$ cat src/rtl/pc_unit.sv
// Program counter with stall, branch/eret redirect, exception entry and a
// one-deep pending-redirect register that carries a redirect across a stall.
module pc_unit #(
   parameter int unsigned      WIDTH     = 32,
   parameter logic [WIDTH-1:0] RESET_VEC = WIDTH'(32'h0000_3000),
   parameter logic [WIDTH-1:0] EXC_VEC   = WIDTH'(32'h0000_4180),
   parameter int unsigned      STEP      = 4
) (
   input  logic             clk,
   input  logic             clr_n,
   input  logic             stall,
   input  logic             br_valid,
   input  logic [WIDTH-1:0] br_target,
   input  logic             eret_req,
   input  logic [WIDTH-1:0] epc_in,
   input  logic             exc_req,
   output logic [WIDTH-1:0] pc,
   output logic [WIDTH-1:0] pc_seq,
   output logic             pend,
   output logic             misalign,
   output logic [WIDTH-1:0] badaddr
);

   localparam int unsigned ALIGN_BITS = $clog2(STEP);

   typedef enum logic {RUN, HOLD} state_t;

   state_t           state, next_state;
   logic [WIDTH-1:0] pend_tgt, next_pend_tgt;
   logic [WIDTH-1:0] next_pc, next_badaddr;
   logic             next_misalign;
   logic             redirect;
   logic             target_misaligned;
   logic [WIDTH-1:0] target;

   assign pc_seq            = pc + WIDTH'(STEP);
   assign pend              = (state == HOLD);
   assign redirect          = eret_req | br_valid;
   assign target            = eret_req ? epc_in : br_target;
   assign target_misaligned = redirect && (target[ALIGN_BITS-1:0] != '0);

   always_ff @(posedge clk or negedge clr_n) begin
      if (!clr_n) begin
         state    <= RUN;
         pc       <= RESET_VEC;
         pend_tgt <= '0;
         badaddr  <= '0;
         misalign <= 1'b0;
      end else begin
         state    <= next_state;
         pc       <= next_pc;
         pend_tgt <= next_pend_tgt;
         badaddr  <= next_badaddr;
         misalign <= next_misalign;
      end
   end

   // Exceptions and misaligned redirects ignore stall; aligned redirects
   // arriving during a stall are parked in pend_tgt until the stall lifts.
   always_comb begin
      next_state    = state;
      next_pc       = pc;
      next_pend_tgt = pend_tgt;
      next_badaddr  = badaddr;
      next_misalign = 1'b0;
      if (exc_req) begin
         next_pc    = EXC_VEC;
         next_state = RUN;
      end else if (target_misaligned) begin
         next_pc       = EXC_VEC;
         next_badaddr  = target;
         next_misalign = 1'b1;
         next_state    = RUN;
      end else if (redirect) begin
         if (stall) begin
            next_pend_tgt = target;
            next_state    = HOLD;
         end else begin
            next_pc    = target;
            next_state = RUN;
         end
      end else if (state == HOLD) begin
         if (!stall) begin
            next_pc    = pend_tgt;
            next_state = RUN;
         end
      end else if (!stall) begin
         next_pc = pc_seq;
      end
   end

endmodule

$ cat config.mk
export PLATFORM = sky130hd
export DESIGN_NAME = pc_unit
export DESIGN_NICKNAME = d
export VERILOG_FILES = /design/src/rtl/pc_unit.sv
export SDC_FILE = /design/constraint.sdc
export NUM_CORES = 1
export LEC_CHECK = 0
export BUFFER_PORTS_ARGS = -buffer_cell sky130_fd_sc_hd__buf_2
export CAP_MARGIN = 40
export CORE_ASPECT_RATIO = 1.5
export CORE_MARGIN = 2
export CORE_UTILIZATION = 52
export CTS_BUF_LIST = sky130_fd_sc_hd__clkbuf_4 sky130_fd_sc_hd__clkbuf_8 sky130_fd_sc_hd__clkbuf_16
export DETAILED_ROUTE_END_ITERATION = 6
export PLACE_DENSITY = 0.81
export SETUP_SLACK_MARGIN = 0.5
export SLEW_MARGIN = 15
export SYNTH_ARGS = -nofsm -noshare
export SYNTH_HDL_FRONTEND = slang
export SYNTH_SLANG_ARGS = --single-unit
$ cat constraint.sdc
create_clock -name clk -period 2.8 [get_ports clk]
set_clock_uncertainty 0.2 [all_clocks]
set_input_delay 0.14 -clock clk [delete_from_list [all_inputs] [get_ports clk]]
set_output_delay 0.14 -clock clk [all_outputs]
set_load 0.005 [all_outputs]
==> out/qor.txt <==
CP arrival -> 2.11 ns
DRT Wirelength -> 20,130 um
Final Non-Filler Cells -> 1,009
Syn Area/Cell -> 8.914 um^2
FF-to-FF path depth -> 7
Vias -> 6,305
Starting Density -> 0.5259
Crit path time final -> 2.452 ns
Gr ovfl total -> 0
Core Area -> 10,480 um^2
Port Buf Inserts -> 167
Seq cells post-synth -> 98
Max Root-Sink Buffers -> 2
Max-slew violation count -> 0
Fillers -> 738
Post-synth top flop -> dfrtp_1
Seq/Total Area, Yosys -> 0.4456
Hold Fails Final Rpt -> 0
Count of different cell masters after synthesis -> 58
Gpl congestion -> 0.9433
Area growth syn-to-layout -> 41.31%
Worst path required time -> 2.46 ns
Initial DRC count -> 774
Num CTS Buffers -> 9
Total power density per cell area -> 497.7 nW/um^2
Synth async-reset ratio -> 1.000
Final worst setup slack -> 0.3480 ns
Register-to-register setup slack -> 0.51 ns
Multi-input logic area -> 2918 um^2
Clock latency on the worst-skew pair -> 0.35 ns
Die area -> 11,450 um^2
Die X -> 88.04 um
Synth Instances -> 618
Final nets -> 932
Area contributors post-synth -> dfrtp_1 44%, a21oi_1 7.5%, mux2i_1 5.8%, nand2_1 4.6%, o21ai_0 4.3%
FMAX -> 407.8 MHz
Die Span Y -> 130.1 um
Vias in the first global route -> 5,853
Final ANT Viol Nets -> 0
Kind of start point of the critical path -> flop
Most common cell after layout, fill and taps aside -> buf_2
CP endpoint kind -> output port
Boundary Pins -> 168
Peak supply drop -> 0.3346 mV
DRC -> 1
# clock sinks -> 98
Max_cap viols -> 0
DP Cell Count -> 891
Drt pass-1 iters -> 7
Num rows -> 46
Static leakage -> 0.003668 uW
Critical path type -> reg -> out
Tcrit/Tclk final -> 0.8757
H-tree depth -> 3
Tightest Hold Check Type -> in -> reg
Total of warnings raised by yosys -> 0
Relative slew slack -> 0.4712
Syn_nets -> 690
Overall power -> 3874 uW
Share of layout cells above drive strength 1 -> 0.3410
Outcome -> finished, violations left
Inserted Diodes -> 0
Via density -> 6.249
CTS tree -> done
Sequential Area -> 2472 um^2
Tot GR Track Use -> 0.3274
# setup viols final -> 0
Leading area contributor after synthesis -> dfrtp_1
Sum Neg Setup Slack -> 0 ns
Commonest non-fill, non-tap cells in the layout -> 165 x buf_2, 83 x a21oi_1, 82 x dfrtp_1, 67 x nand2_1, 59 x buf_4
Min-delay src -> epc_in[3]
Initial antenna violation count -> 0
RSZ-0062 raised after global routing -> true
Largest net degree at the start of global routing -> 66
First-pass GRT wire length -> 29,290 um
Violated checks -> DRC
EDFF count, synth -> 0
DP Worst Slack -> 0.4957 ns
CP Launch Point -> pc[9]$_DFFE_PN0P_
Critical R2R Capture -> pc[18]$_DFFE_PN0P_
DP HPWL -> 12,700 um
CP endpoint -> pc_seq[29]
Clock transition at path regs -> 0.07 ns
Routed wire per std cell -> 19.95 um
Slew at the pin with the worst max-slew slack -> 0.7933 ns
CP Max Fanout -> 9
Synth top area share -> 0.4361
Worst r2r src -> pc[2]$_DFFE_PN0P_
Synth Cell Area -> 5509 um^2
CTS root buf -> clkbuf_16
==> cell usage after synthesis, drive strengths merged (2+ instances only) <==
library cell and instances:
o21ai 47, inv 9, nor2b 3, o221ai 12, or2 4, and2 9
nor3 9, a221o 4, and4 4, dfrtp 96, nor2 60, and3 4
dfstp 2, mux2 2, nand2 68, mux2i 32, a22oi 4, nand4 18
xnor2 23, nand3 10, ha 2, a21oi 83, o221a 9, xor2 5
buf 21, nor4 2, a221oi 2, a31oi 6, a21boi 2, o211ai 4
o22ai 7, clkbuf 30, a211oi 4, a22o 3, o211a 4
==> stage by stage <==
stage / area, um^2 / util / hold slack (ns)
after global routing: 7785 / 0.7432 / 0.01158
final: 7785 / 0.7432 / 0.01202
after global placement: 6439 / 0.6147 / 0.05446
after floorplan: 5509 / - / -0.3556
after CTS: 7433 / 0.7096 / 0.0002821
after detailed placement: 6439 / 0.6147 / 0.06059
==> cell type report <==
cell class              count  area share
multi-input cells         459      0.3748
clock inverters             6    0.008357
repair buffers            282      0.2414
flip-flops and latches     98      0.3176
well taps                 144     0.02314
clock buffers              10     0.02989
inverters                  10    0.004822
==> routing by layer <==
layer	GRT usage	vias up	wire length (um)
met5	0	-	0
met4	0.2050	0	1325
met3	0.04554	124	1838
met2	0.5169	488	9620
met1	0.4224	2979	7345
li1	-	2714	-
==> worst min-delay path by stage <==
stage                               end  slack [ns]  cells past startpoint
3_5_place_dp    pend_tgt[3]$_DFFE_PN0P_        0.06                      1
6_report         badaddr[3]$_DFFE_PN0P_        0.01                      3
4_1_cts         badaddr[20]$_DFFE_PN0P_      0.0003                      3
3_3_place_gp    pend_tgt[4]$_DFFE_PN0P_        0.05                      1
2_1_floorplan    badaddr[0]$_DFFE_PN0P_       -0.36                      0
5_1_grt        pend_tgt[26]$_DFFE_PN0P_        0.01                      3
==> logic make-up (layout without fill, tap and decap cells) <==
family,after synthesis,count (layout),share of synthesized area
flops,98,98,0.4456
xor+xnor,28,28,0.04451
buf+inv,61,308,0.04747
mux,34,34,0.06223
simple gates,194,194,0.1663
fa+ha+maj,2,2,0.004542
compound gates,201,201,0.2294
==> what timing repair did <==
action | in CTS | in global routing
endpoints found under the hold margin | 103 | 0
endpoints found under the setup margin | 18 | 22
pin swaps | 8 | 19
buffers inserted | 15 | 35
hold buffers | 52 | 0
gates resized for setup | 20 | 22
==> flip-flops by register name (all words and copies together), names as in the netlist <==
register / flops
pc: 32
pend: 1
misalign: 1
pend_tgt: 32
badaddr: 32
==> power breakdown <==
| part | internal [uW] | total [uW] | switching [uW] |
|---|---|---|---|
| clock | 705 | 1270 | 560 |
| combinational | 390 | 852 | 461 |
| sequential | 1620 | 1760 | 140 |
==> worst max-delay path, cell delays in order, from the launching register on <==
cell and delay (ns):
dfrtp_2 0.43, nand4_1 0.28, nor3_4 0.34, buf_12 0.17, nand4_1 0.14, xnor2_1 0.25, buf_2 0.15
No activity file was read; power rests on OpenSTA's default activity.
